==> src/rtl/router_1x3.sv <==
// 1-input, 3-output byte-serial packet router: input FSM with parity check,
// and per-port FIFO + unread-timeout lanes.
module router_port #(
  parameter int FIFO_DEPTH = 16,
  parameter int TIMEOUT    = 30
) (
  input  logic       clock,
  input  logic       resetn,
  input  logic       we,
  input  logic       re,
  input  logic [8:0] din,
  output logic [7:0] dout,
  output logic       empty,
  output logic       full,
  output logic       soft_reset
);
  localparam int AW = $clog2(FIFO_DEPTH);
  localparam int CW = $clog2(FIFO_DEPTH + 1);
  localparam int TW = $clog2(TIMEOUT);

  logic [8:0]    mem [FIFO_DEPTH];
  logic [AW-1:0] wr_ptr, rd_ptr;
  logic [CW-1:0] count;
  logic [TW-1:0] idle_cnt;
  logic          do_wr, do_rd;

  assign empty = (count == '0);
  assign full  = (count == CW'(FIFO_DEPTH));
  assign do_wr = we & ~full;
  assign do_rd = re & ~empty;
  // Fires on the edge where the port would have sat unread for TIMEOUT cycles.
  assign soft_reset = ~empty & ~re & (idle_cnt == TW'(TIMEOUT - 1));

  always_ff @(posedge clock)
    if (do_wr) mem[wr_ptr] <= din;

  always_ff @(posedge clock or negedge resetn) begin
    if (!resetn) begin
      wr_ptr <= '0;
      rd_ptr <= '0;
      count  <= '0;
    end else if (soft_reset) begin
      wr_ptr <= '0;
      rd_ptr <= '0;
      count  <= '0;
    end else begin
      if (do_wr) wr_ptr <= wr_ptr + AW'(1);
      if (do_rd) rd_ptr <= rd_ptr + AW'(1);
      case ({do_wr, do_rd})
        2'b10:   count <= count + CW'(1);
        2'b01:   count <= count - CW'(1);
        default: count <= count;
      endcase
    end
  end

  always_ff @(posedge clock or negedge resetn) begin
    if (!resetn)    dout <= '0;
    else if (do_rd) dout <= mem[rd_ptr][7:0];
  end

  always_ff @(posedge clock or negedge resetn) begin
    if (!resetn)                        idle_cnt <= '0;
    else if (empty | re | soft_reset)   idle_cnt <= '0;
    else                                idle_cnt <= idle_cnt + TW'(1);
  end
endmodule

module router_1x3 #(
  parameter int FIFO_DEPTH = 16,
  parameter int TIMEOUT    = 30
) (
  input  logic       clock,
  input  logic       resetn,
  input  logic       read_enb_0,
  input  logic       read_enb_1,
  input  logic       read_enb_2,
  input  logic [7:0] data_in,
  input  logic       pkt_valid,
  output logic [7:0] data_out_0,
  output logic [7:0] data_out_1,
  output logic [7:0] data_out_2,
  output logic       valid_out_0,
  output logic       valid_out_1,
  output logic       valid_out_2,
  output logic       error,
  output logic       busy
);
  localparam int NUM_PORTS = 3;

  typedef enum logic [2:0] {
    DECODE_ADDRESS     = 3'b000,
    LOAD_FIRST_DATA    = 3'b001,
    WAIT_TILL_EMPTY    = 3'b010,
    LOAD_DATA          = 3'b011,
    LOAD_PARITY        = 3'b100,
    FIFO_FULL_STATE    = 3'b101,
    CHECK_PARITY_ERROR = 3'b110,
    LOAD_AFTER_FULL    = 3'b111
  } state_t;

  state_t state, next_state;

  logic [NUM_PORTS-1:0]      empty, full, soft_reset, re;
  logic [NUM_PORTS-1:0][7:0] dout;
  logic [3:0] empty4, full4, srst4;
  logic [1:0] addr;
  logic [7:0] hdr, parity_in, int_parity, held;
  logic       held_vld, par_done;
  logic       wr_en, hdr_ok, fifo_empty, fifo_full, fifo_srst;
  logic [8:0] wr_data;

  assign re = {read_enb_2, read_enb_1, read_enb_0};
  // Padded so a 2-bit address indexes safely; address 3 never reaches a FIFO.
  assign empty4     = {1'b1, empty};
  assign full4      = {1'b0, full};
  assign srst4      = {1'b0, soft_reset};
  assign fifo_empty = empty4[addr];
  assign fifo_full  = full4[addr];
  assign fifo_srst  = srst4[addr];
  assign hdr_ok     = pkt_valid & (data_in[1:0] != 2'b11);

  always_comb begin
    next_state = state;
    busy       = 1'b1;
    wr_en      = 1'b0;
    wr_data    = {1'b0, data_in};
    case (state)
      DECODE_ADDRESS: begin
        busy = 1'b0;
        if (hdr_ok)
          next_state = empty4[data_in[1:0]] ? LOAD_FIRST_DATA : WAIT_TILL_EMPTY;
      end
      LOAD_FIRST_DATA: begin
        wr_en      = 1'b1;
        wr_data    = {1'b1, hdr};
        next_state = LOAD_DATA;
      end
      WAIT_TILL_EMPTY: if (fifo_empty) next_state = LOAD_FIRST_DATA;
      LOAD_DATA: begin
        busy  = 1'b0;
        wr_en = pkt_valid;
        if (fifo_full)       next_state = FIFO_FULL_STATE;
        else if (!pkt_valid) next_state = LOAD_PARITY;
      end
      FIFO_FULL_STATE: if (!fifo_full) next_state = LOAD_AFTER_FULL;
      LOAD_AFTER_FULL: begin
        wr_en   = held_vld;
        wr_data = {1'b0, held};
        // Without a held data byte the parity was already captured in LOAD_DATA.
        if (par_done)                    next_state = DECODE_ADDRESS;
        else if (!held_vld || !pkt_valid) next_state = LOAD_PARITY;
        else                             next_state = LOAD_DATA;
      end
      LOAD_PARITY: begin
        wr_en      = 1'b1;
        wr_data    = {1'b0, parity_in};
        next_state = CHECK_PARITY_ERROR;
      end
      CHECK_PARITY_ERROR: next_state = fifo_full ? FIFO_FULL_STATE : DECODE_ADDRESS;
      default: next_state = DECODE_ADDRESS;
    endcase
    if (state != DECODE_ADDRESS && fifo_srst) next_state = DECODE_ADDRESS;
  end

  always_ff @(posedge clock or negedge resetn) begin
    if (!resetn) begin
      state      <= DECODE_ADDRESS;
      addr       <= '0;
      hdr        <= '0;
      parity_in  <= '0;
      int_parity <= '0;
      held       <= '0;
      held_vld   <= 1'b0;
      par_done   <= 1'b0;
      error      <= 1'b0;
    end else begin
      state <= next_state;
      case (state)
        DECODE_ADDRESS: if (hdr_ok) begin
          addr       <= data_in[1:0];
          hdr        <= data_in;
          int_parity <= data_in;
          error      <= 1'b0;
          held_vld   <= 1'b0;
          par_done   <= 1'b0;
        end
        LOAD_DATA: begin
          if (pkt_valid) int_parity <= int_parity ^ data_in;
          else           parity_in  <= data_in;
          held     <= data_in;
          held_vld <= fifo_full & pkt_valid;
        end
        LOAD_AFTER_FULL: if (held_vld && !pkt_valid) parity_in <= data_in;
        CHECK_PARITY_ERROR: begin
          error <= (int_parity != parity_in);
          if (fifo_full) begin
            par_done <= 1'b1;
            held_vld <= 1'b0;
          end
        end
        default: ;
      endcase
    end
  end

  for (genvar p = 0; p < NUM_PORTS; p++) begin : g_port
    router_port #(.FIFO_DEPTH(FIFO_DEPTH), .TIMEOUT(TIMEOUT)) u_port (
      .clock      (clock),
      .resetn     (resetn),
      .we         (wr_en && (addr == 2'(p))),
      .re         (re[p]),
      .din        (wr_data),
      .dout       (dout[p]),
      .empty      (empty[p]),
      .full       (full[p]),
      .soft_reset (soft_reset[p])
    );
  end

  assign data_out_0  = dout[0];
  assign data_out_1  = dout[1];
  assign data_out_2  = dout[2];
  assign valid_out_0 = ~empty[0];
  assign valid_out_1 = ~empty[1];
  assign valid_out_2 = ~empty[2];
endmodule

==> config.mk <==
export PLATFORM = sky130hd
export DESIGN_NAME = router_1x3
export DESIGN_NICKNAME = d
export VERILOG_FILES = /design/src/rtl/router_1x3.sv
export SDC_FILE = /design/constraint.sdc
export NUM_CORES = 1
export LEC_CHECK = 0
export CAP_MARGIN = 0
export CORE_MARGIN = 3
export CORE_UTILIZATION = 45
export CTS_CLUSTER_DIAMETER = 150
export DETAILED_ROUTE_END_ITERATION = 8
export PLACE_DENSITY_LB_ADDON = 0.3
export SETUP_SLACK_MARGIN = 0.5
export SYNTH_ARGS = -nofsm -noshare
export SYNTH_HDL_FRONTEND = slang
export SYNTH_SLANG_ARGS = --single-unit
==> constraint.sdc <==
create_clock -name clock -period 6.65 [get_ports clock]
set_input_delay 0.9975 -clock clock [delete_from_list [all_inputs] [get_ports clock]]
set_output_delay 0.9975 -clock clock [all_outputs]
set_load 0.05 [all_outputs]
==> qor.yml <==
route:
  drt_pass1_iterations: 5
  num_vias: 10530
  wl_per_cell_um: 22.45
  detail-route-antenna-nets: 0
  dr.first_iter.drc_count: 730
  viasPerCell: 5.628
  drc: 0
  drt-total-wl_um: 42000
cts:
  cts.clk_slew.worst_paths_ps: 60
  clock_sinks: 500
  cts_max_level: 2
  cts-resized-gates: 0
  cts_setup_buffers: 0
  clock_path_buffers: 3
  tritoncts: "done"
  cts_made_buffers: 51
  postCtsHoldBufs: 0
  clk-insertion-delay-late_ps: 590
  clockRootBuffer: "clkbuf_16"
flow_run:
  maxCapViolations: 0
worst_setup_path:
  crit_type: "reg -> reg"
  crit_arrival_ps: 4860
  crit_fanout: 14
  startpoint_type: "flip-flop"
  critPathRequiredTime_ps: 7160
  critPathCaptureType: "flip-flop"
synthesis:
  synth_xor_area_share_pct: 2.221
  synth_mux_area_share_pct: 15.91
  synth_cell_types: 64
  synth_cells: 1177
  yosysSeqAreaShare_pct: 69.06
  synth_top_family_by_area: "multiplexers"
  synth_simple_gate_area_share_pct: 5.585
  synth.avg_cell_area_sq_um: 17.76
  synth-edff-count: 384
  syn_area_sq_um: 20900
  synth_top_area_share_pct: 55.17
  yosys_warnings: 0
  ys.flop_type: "edfxtp_1"
  synth-seq-cells: 500
  syn-num-nets: 1222
  synth_area_leaders: "edfxtp_1 55%, dfrtp_1 14%, mux4_2 13%, mux2_2 2.7%, ha_1 1.9%"
  synth-compound-area-share_pct: 3.424
  async_reset_ff_share_pct: 23.20
  synthAdderAreaFrac_pct: 1.856
  yosys.area.top_type: "edfxtp_1"
global_route:
  grt_pass1_wl_um: 66040
  grt_use_total_pct: 17.41
  first_global_vias: 10540
  grt-ovfl-total: 0
  antenna_found_initial: 0
  grt_max_degree: 63
sta:
  setup_viol: 0
  slew_headroom_pct: 25.94
  finClkSkew_ps: 21.69
  slew_violations: 0
  rsz0062_at_grt: "false"
  fmax_mhz: 229.7
  fin_crit_sh_pct: 65.46
  hold_violations: 0
  worstMarginPinSlew_ps: 1111
  period_needed_ps: 4353
  tns_ps: 0
cells_and_area:
  fillers: 3674
  final_nets: 1275
  fin_area_sq_um: 23690
  final_util_pct: 51.87
  area_growth_pct: 13.35
  drive_gt1_share_pct: 23.68
  diodes: 0
  instances_no_fill: 1871
floorplanning:
  dieArea_sq_um: 49070
  die_w_um: 221.5
  die_y_um: 221.5
  start_util_pct: 45.76
  core_area_sq_um: 45670
  std_cell_rows: 78
  pin_count: 43
placed_design:
  dp_cells: 1777
  place.gp.congestion: 0.7889
  port_buffers: 42
  dpl-instance-area_sq_um: 21950
  dp_hpwl_um: 25340
run_status:
  status: "finished clean"
power:
  ir_drop_mv: 0.2312
  powerDensity_nw_per_um2: 474.9
  cellLeakagePower_nw: 8.118
min_path:
  hp-class: "in -> async"
==> synth_stat cells (all sizes together) (2+ instances only) <==
cell and n:
nand4 10, nand3 11, a22oi 12, nand2 41
inv 24, nor2 88, nor4 11, mux4 120
o21ai 17, a21o 4, a221o 8, dfrtp 116
buf 36, a31oi 2, and2 26, mux2 50
clkbuf 28, ha 31, or3 9, mux2i 6
nand2b 5, nor3 15, o22ai 2, nand4b 2
o21bai 2, o21a 4, and3 4, edfxtp 384
a22o 2, xor2 42, a211oi 7, a32oi 2
a221oi 3, xnor2 11, a21boi 2, nand3b 4
a21oi 21
==> per-layer routing <==
layer,up-vias,global-route usage [%],share of wire [%],wire (um)
li1,4714,-,-,-
met1,5537,25.39,45,18840
met2,228,27.91,49,20640
met3,51,3.138,4.4,1849
met4,0,3.715,1.6,671
met5,-,0,0,0
==> logic make-up (layout without fill, tap and decap cells) <==
group                      after synthesis  after routing
AOI/OAI and AO/OA                       96             96
DFF                                    500            500
adders and majority gates               31             31
buffers and inverters                   88            182
muxes                                  176            176
xor gates and xnor gates                53             53
and+or+nand+nor                        233            233
==> layout make-up <==
cell class	instances	area, sq um	share of cell area [%]
repair buffers	64	586.8	2.477
clock inverters	24	299.0	1.262
flip-flops and latches	500	14440	60.95
inverters	24	90.09	0.3802
well taps	600	750.7	3.169
clock buffers	70	1440	6.079
multi-input cells	589	6086	25.69
==> critical path: stages (launching register included) <==
cell	delay, ps
dfrtp_1	510
nor2_1	770
o21ai_2	280
a211oi_2	720
inv_1	260
ha_1	370
xor2_1	190
ha_1	190
a21oi_1	240
a32oi_1	150
o21a_1	130
or3_1	300
a21oi_1	150
==> layout by cell type, fill, tap and decap left out, types with 5 or more instances in the layout <==
cell type and count:
a21oi_1 21, a221o_2 8, a22oi_1 12, and2_1 25
buf_4 22, bufinv_16 7, clkbuf_1 12, clkbuf_16 53
clkbuf_8 5, clkdlybuf4s50_1 41, clkinv_2 11, dfrtp_1 112
edfxtp_1 384, ha_1 31, inv_1 22, mux2_2 50
mux2i_1 6, mux4_2 120, nand2_1 41, nand2b_1 5
nand3_1 11, nand4_1 10, nor2_1 88, nor3_1 12
nor4_1 8, o21ai_0 16, or3_1 9, xnor2_1 11
xor2_1 42
==> where the power goes <==
part	internal, mW	total [mW]	switching [mW]
Clock	1.78	2.95	1.17
Sequential	4.28	4.80	0.521
Combinational	1.46	3.50	2.04
==> through the flow <==
| step | total power, mW | worst slack [ps] | hold WS [ps] |
|---|---|---|---|
| global placement | 8.332 | 2063 | 474.7 |
| floorplan | 7.294 | 3067 | 460.5 |
| finish | 11.25 | 2297 | 403.0 |
| detailed placement | 8.433 | 1972 | 488.1 |
| CTS | 11.40 | 2326 | 401.3 |
| global route | 11.85 | 1933 | 421.6 |
==> state kept, by name, summed over array words and instances, names as in the netlist <==
signal	flops
addr	1
error	1
g_port.u_port.count	15
g_port.u_port.dout	24
g_port.u_port.idle_cnt	15
g_port.u_port.mem	384
g_port.u_port.rd_ptr	12
g_port.u_port.wr_ptr	12
hdr	7
held	8
held_vld	1
int_parity	8
par_done	1
parity_in	8
state	3
==> worst paths after layout <==
check / start / to / slack [ps] / cells past startpoint
max in group asynchronous: resetn / g_port[0].u_port.rd_ptr[0]$_DFFE_PN0P_ / 4920 / 2
setup reg to reg: state[0]$_DFFE_PN0P_ / g_port[1].u_port.count[4]$_DFFE_PN0P_ / 2300 / 12
hold / removal: resetn / g_port[2].u_port.dout[3]$_DFFE_PN0P_ / 400 / 1
hold reg to reg: g_port[0].u_port.idle_cnt[0]$_DFF_PN0_ / g_port[0].u_port.idle_cnt[0]$_DFF_PN0_ / 490 / 1
setup / recovery: state[0]$_DFFE_PN0P_ / g_port[1].u_port.count[4]$_DFFE_PN0P_ / 2300 / 12
min in group clock: g_port[0].u_port.idle_cnt[0]$_DFF_PN0_ / g_port[0].u_port.idle_cnt[0]$_DFF_PN0_ / 490 / 1
Note: power is estimated with default switching activity, not from simulation.
==> patch: new RTL, same settings <==
Add an input register stage for `read_enb_0`, `read_enb_1`, `read_enb_2`, `data_in` and `pkt_valid`, without a reset; this delays them by one clock.
--- a/src/rtl/router_1x3.sv
+++ b/src/rtl/router_1x3.sv
@@ -100,4 +100,18 @@
   } state_t;
 
+  logic read_enb_0_q;
+  logic read_enb_1_q;
+  logic read_enb_2_q;
+  logic [7:0] data_q;
+  logic pkt_valid_q;
+
+  always_ff @(posedge clock) begin
+    read_enb_0_q <= read_enb_0;
+    read_enb_1_q <= read_enb_1;
+    read_enb_2_q <= read_enb_2;
+    data_q       <= data_in;
+    pkt_valid_q  <= pkt_valid;
+  end
+
   state_t state, next_state;
 
@@ -111,5 +125,5 @@
   logic [8:0] wr_data;
 
-  assign re = {read_enb_2, read_enb_1, read_enb_0};
+  assign re = {read_enb_2_q, read_enb_1_q, read_enb_0_q};
   // Padded so a 2-bit address indexes safely; address 3 never reaches a FIFO.
   assign empty4     = {1'b1, empty};
@@ -119,5 +133,5 @@
   assign fifo_full  = full4[addr];
   assign fifo_srst  = srst4[addr];
-  assign hdr_ok     = pkt_valid & (data_in[1:0] != 2'b11);
+  assign hdr_ok     = pkt_valid_q & (data_q[1:0] != 2'b11);
 
   always_comb begin
@@ -125,10 +139,10 @@
     busy       = 1'b1;
     wr_en      = 1'b0;
-    wr_data    = {1'b0, data_in};
+    wr_data    = {1'b0, data_q};
     case (state)
       DECODE_ADDRESS: begin
         busy = 1'b0;
         if (hdr_ok)
-          next_state = empty4[data_in[1:0]] ? LOAD_FIRST_DATA : WAIT_TILL_EMPTY;
+          next_state = empty4[data_q[1:0]] ? LOAD_FIRST_DATA : WAIT_TILL_EMPTY;
       end
       LOAD_FIRST_DATA: begin
@@ -140,7 +154,7 @@
       LOAD_DATA: begin
         busy  = 1'b0;
-        wr_en = pkt_valid;
+        wr_en = pkt_valid_q;
         if (fifo_full)       next_state = FIFO_FULL_STATE;
-        else if (!pkt_valid) next_state = LOAD_PARITY;
+        else if (!pkt_valid_q) next_state = LOAD_PARITY;
       end
       FIFO_FULL_STATE: if (!fifo_full) next_state = LOAD_AFTER_FULL;
@@ -150,5 +164,5 @@
         // Without a held data byte the parity was already captured in LOAD_DATA.
         if (par_done)                    next_state = DECODE_ADDRESS;
-        else if (!held_vld || !pkt_valid) next_state = LOAD_PARITY;
+        else if (!held_vld || !pkt_valid_q) next_state = LOAD_PARITY;
         else                             next_state = LOAD_DATA;
       end
@@ -179,7 +193,7 @@
       case (state)
         DECODE_ADDRESS: if (hdr_ok) begin
-          addr       <= data_in[1:0];
-          hdr        <= data_in;
-          int_parity <= data_in;
+          addr       <= data_q[1:0];
+          hdr        <= data_q;
+          int_parity <= data_q;
           error      <= 1'b0;
           held_vld   <= 1'b0;
@@ -187,10 +201,10 @@
         end
         LOAD_DATA: begin
-          if (pkt_valid) int_parity <= int_parity ^ data_in;
-          else           parity_in  <= data_in;
-          held     <= data_in;
-          held_vld <= fifo_full & pkt_valid;
+          if (pkt_valid_q) int_parity <= int_parity ^ data_q;
+          else           parity_in  <= data_q;
+          held     <= data_q;
+          held_vld <= fifo_full & pkt_valid_q;
         end
-        LOAD_AFTER_FULL: if (held_vld && !pkt_valid) parity_in <= data_in;
+        LOAD_AFTER_FULL: if (held_vld && !pkt_valid_q) parity_in <= data_q;
         CHECK_PARITY_ERROR: begin
           error <= (int_parity != parity_in);
Function: changed (a bounded check fails within 4 cycles, from zero or initial values and one cycle with resetn low).
==> patch against the unedited design <==
Die area grew 3.4%. Global-route usage shrank 0.26 points. Final area grew 2.5%. Sequential share of layout area shrank 0.48 points. Highest routed layer is now met5. Critical path depth shrank 9. Utilization shrank 0.28 points. Power grew 1.0%. Sequential cell count grew 12. Worst setup slack gained 0.34 ns. Hold slack lost 0.025 ns. Register-to-register slack gained 0.74 ns. Wire length grew 1.7%. Synthesized area grew 3.5%. First-iteration DRC count grew 12%.
==> patch: results (changes against the unedited design) <==
| Metric | Value |
|---|---|
| Outcome | finished clean |
| Crit path DAT | 3.01 ns (-1.85 ns) |
| Antenna violations before repair | 1 (+1) |
| Dpl cells | 1830 (+3.0%) |
| Post-DP HPWL | 26100 um (+2.9%) |
| # clock sinks | 512 (+2.4%) |
| Worst-case vdd ir drop | 0.000393 V (+70%) |
| Ranking of synthesized cells by area | edfxtp_1 (53%), dfrtp_1 (13%), mux4_1 (7.2%), mux4_2 (6.4%), ha_1 (1.8%) |
| First-pass GRT wire length | 66400 um (+0.51%) |
| Reg area | 14700 um2 (+1.7%) |
| Crit-path slowest cell | dfrtp_1 |
| Multi-input gates | 618 (+4.9%) |
| Sequential cell power | 0.00499 W (+4%) |
| Layout cells sized above 1 | 17.2% (-6.5 points) |
| DR WL/cell | 22.2 um (-1.1%) |
| Vias per cell | 5.67 (+0.68%) |
| Via count | 10.9k (+3.6%) |
| Switch share | 33.4% (+0.30 points) |
| ClkCell Share | 6.74% (-0.60 points) |
| Worst-path maximum fanout | 29 (+15) |
| Leak pwr | 8.63 nW (+6.3%) |
| GPL Wtd Cong | 0.802 (+1.6%) |
| Clock net power | 0.00278 W (-6%) |
| Layout Skew | 0.0281 ns (+0.00639 ns) |
| Top cells by count, synth | edfxtp_1 (384), dfrtp_1 (116), nor2_1 (71) |
| NonClk Buf Share | 2.42% (-0.060 points) |
| Final net count | 1321 (+3.6%) |
| Number of fill cells in the layout | 3732 (+1.6%) |
| Cells after synthesis | 1222 (+3.8%) |
-- patch: path summary, 6_finish.rpt --
check / slack [ns] / startpoint / to / depth (start not counted)
min in group clock: 0.49 / g_port[1].u_port.idle_cnt[0] / g_port[1].u_port.idle_cnt[0] / 1
min reg2reg: 0.49 / g_port[1].u_port.idle_cnt[0] / g_port[1].u_port.idle_cnt[0] / 1
min: 0.38 / resetn / g_port[0].u_port.dout[4] / 1
max in group asynchronous: 4.91 / resetn / g_port[1].u_port.rd_ptr[0] / 2
max reg2reg: 3.04 / g_port[2].u_port.count[1] / g_port[2].u_port.count[3] / 10
max: 2.64 / state[2] / busy / 3
-- patch: stage by stage --
step	cell area [um2]	hold WS, ns	worst slack (ns)	total power (W)	utilization (%)
2_1_floorplan	21600	0.451	3.53	0.00756	-
3_3_place_gp	22600	0.476	3.16	0.00859	48.1
3_5_place_dp	22600	0.484	3.05	0.00871	48.1
4_1_cts	24300	0.375	2.58	0.0115	51.6
5_1_grt	24300	0.392	2.47	0.0120	51.6
6_report	24300	0.378	2.64	0.0114	51.6
-- patch: routing by layer --
metal	vias up	GRT usage (%)	share of wire [%]
met5	-	0	0.030
met4	2	5.92	3.1
met3	84	2.93	4.4
met2	248	27.5	48
met1	5641	24.1	44
li1	4933	-	-
-- patch: logic make-up (layout without fill, tap and decap cells) --
logic type / Yosys count / after routing / synth area share [%]
flops: 512 / 512 / 67.9
xor+xnor: 49 / 49 / 1.98
mux: 174 / 174 / 16.7
compound gates: 110 / 110 / 3.49
fa+ha+maj: 31 / 31 / 1.79
simple gates: 254 / 254 / 5.99
buf+inv: 92 / 188 / 2.19
-- patch: critical path, delay by kind of cell (launching register included) --
family                 cells  cell delay [ns]
DFF                        1             0.87
buffers and inverters      1             0.82
and+or+nand+nor            2             0.75
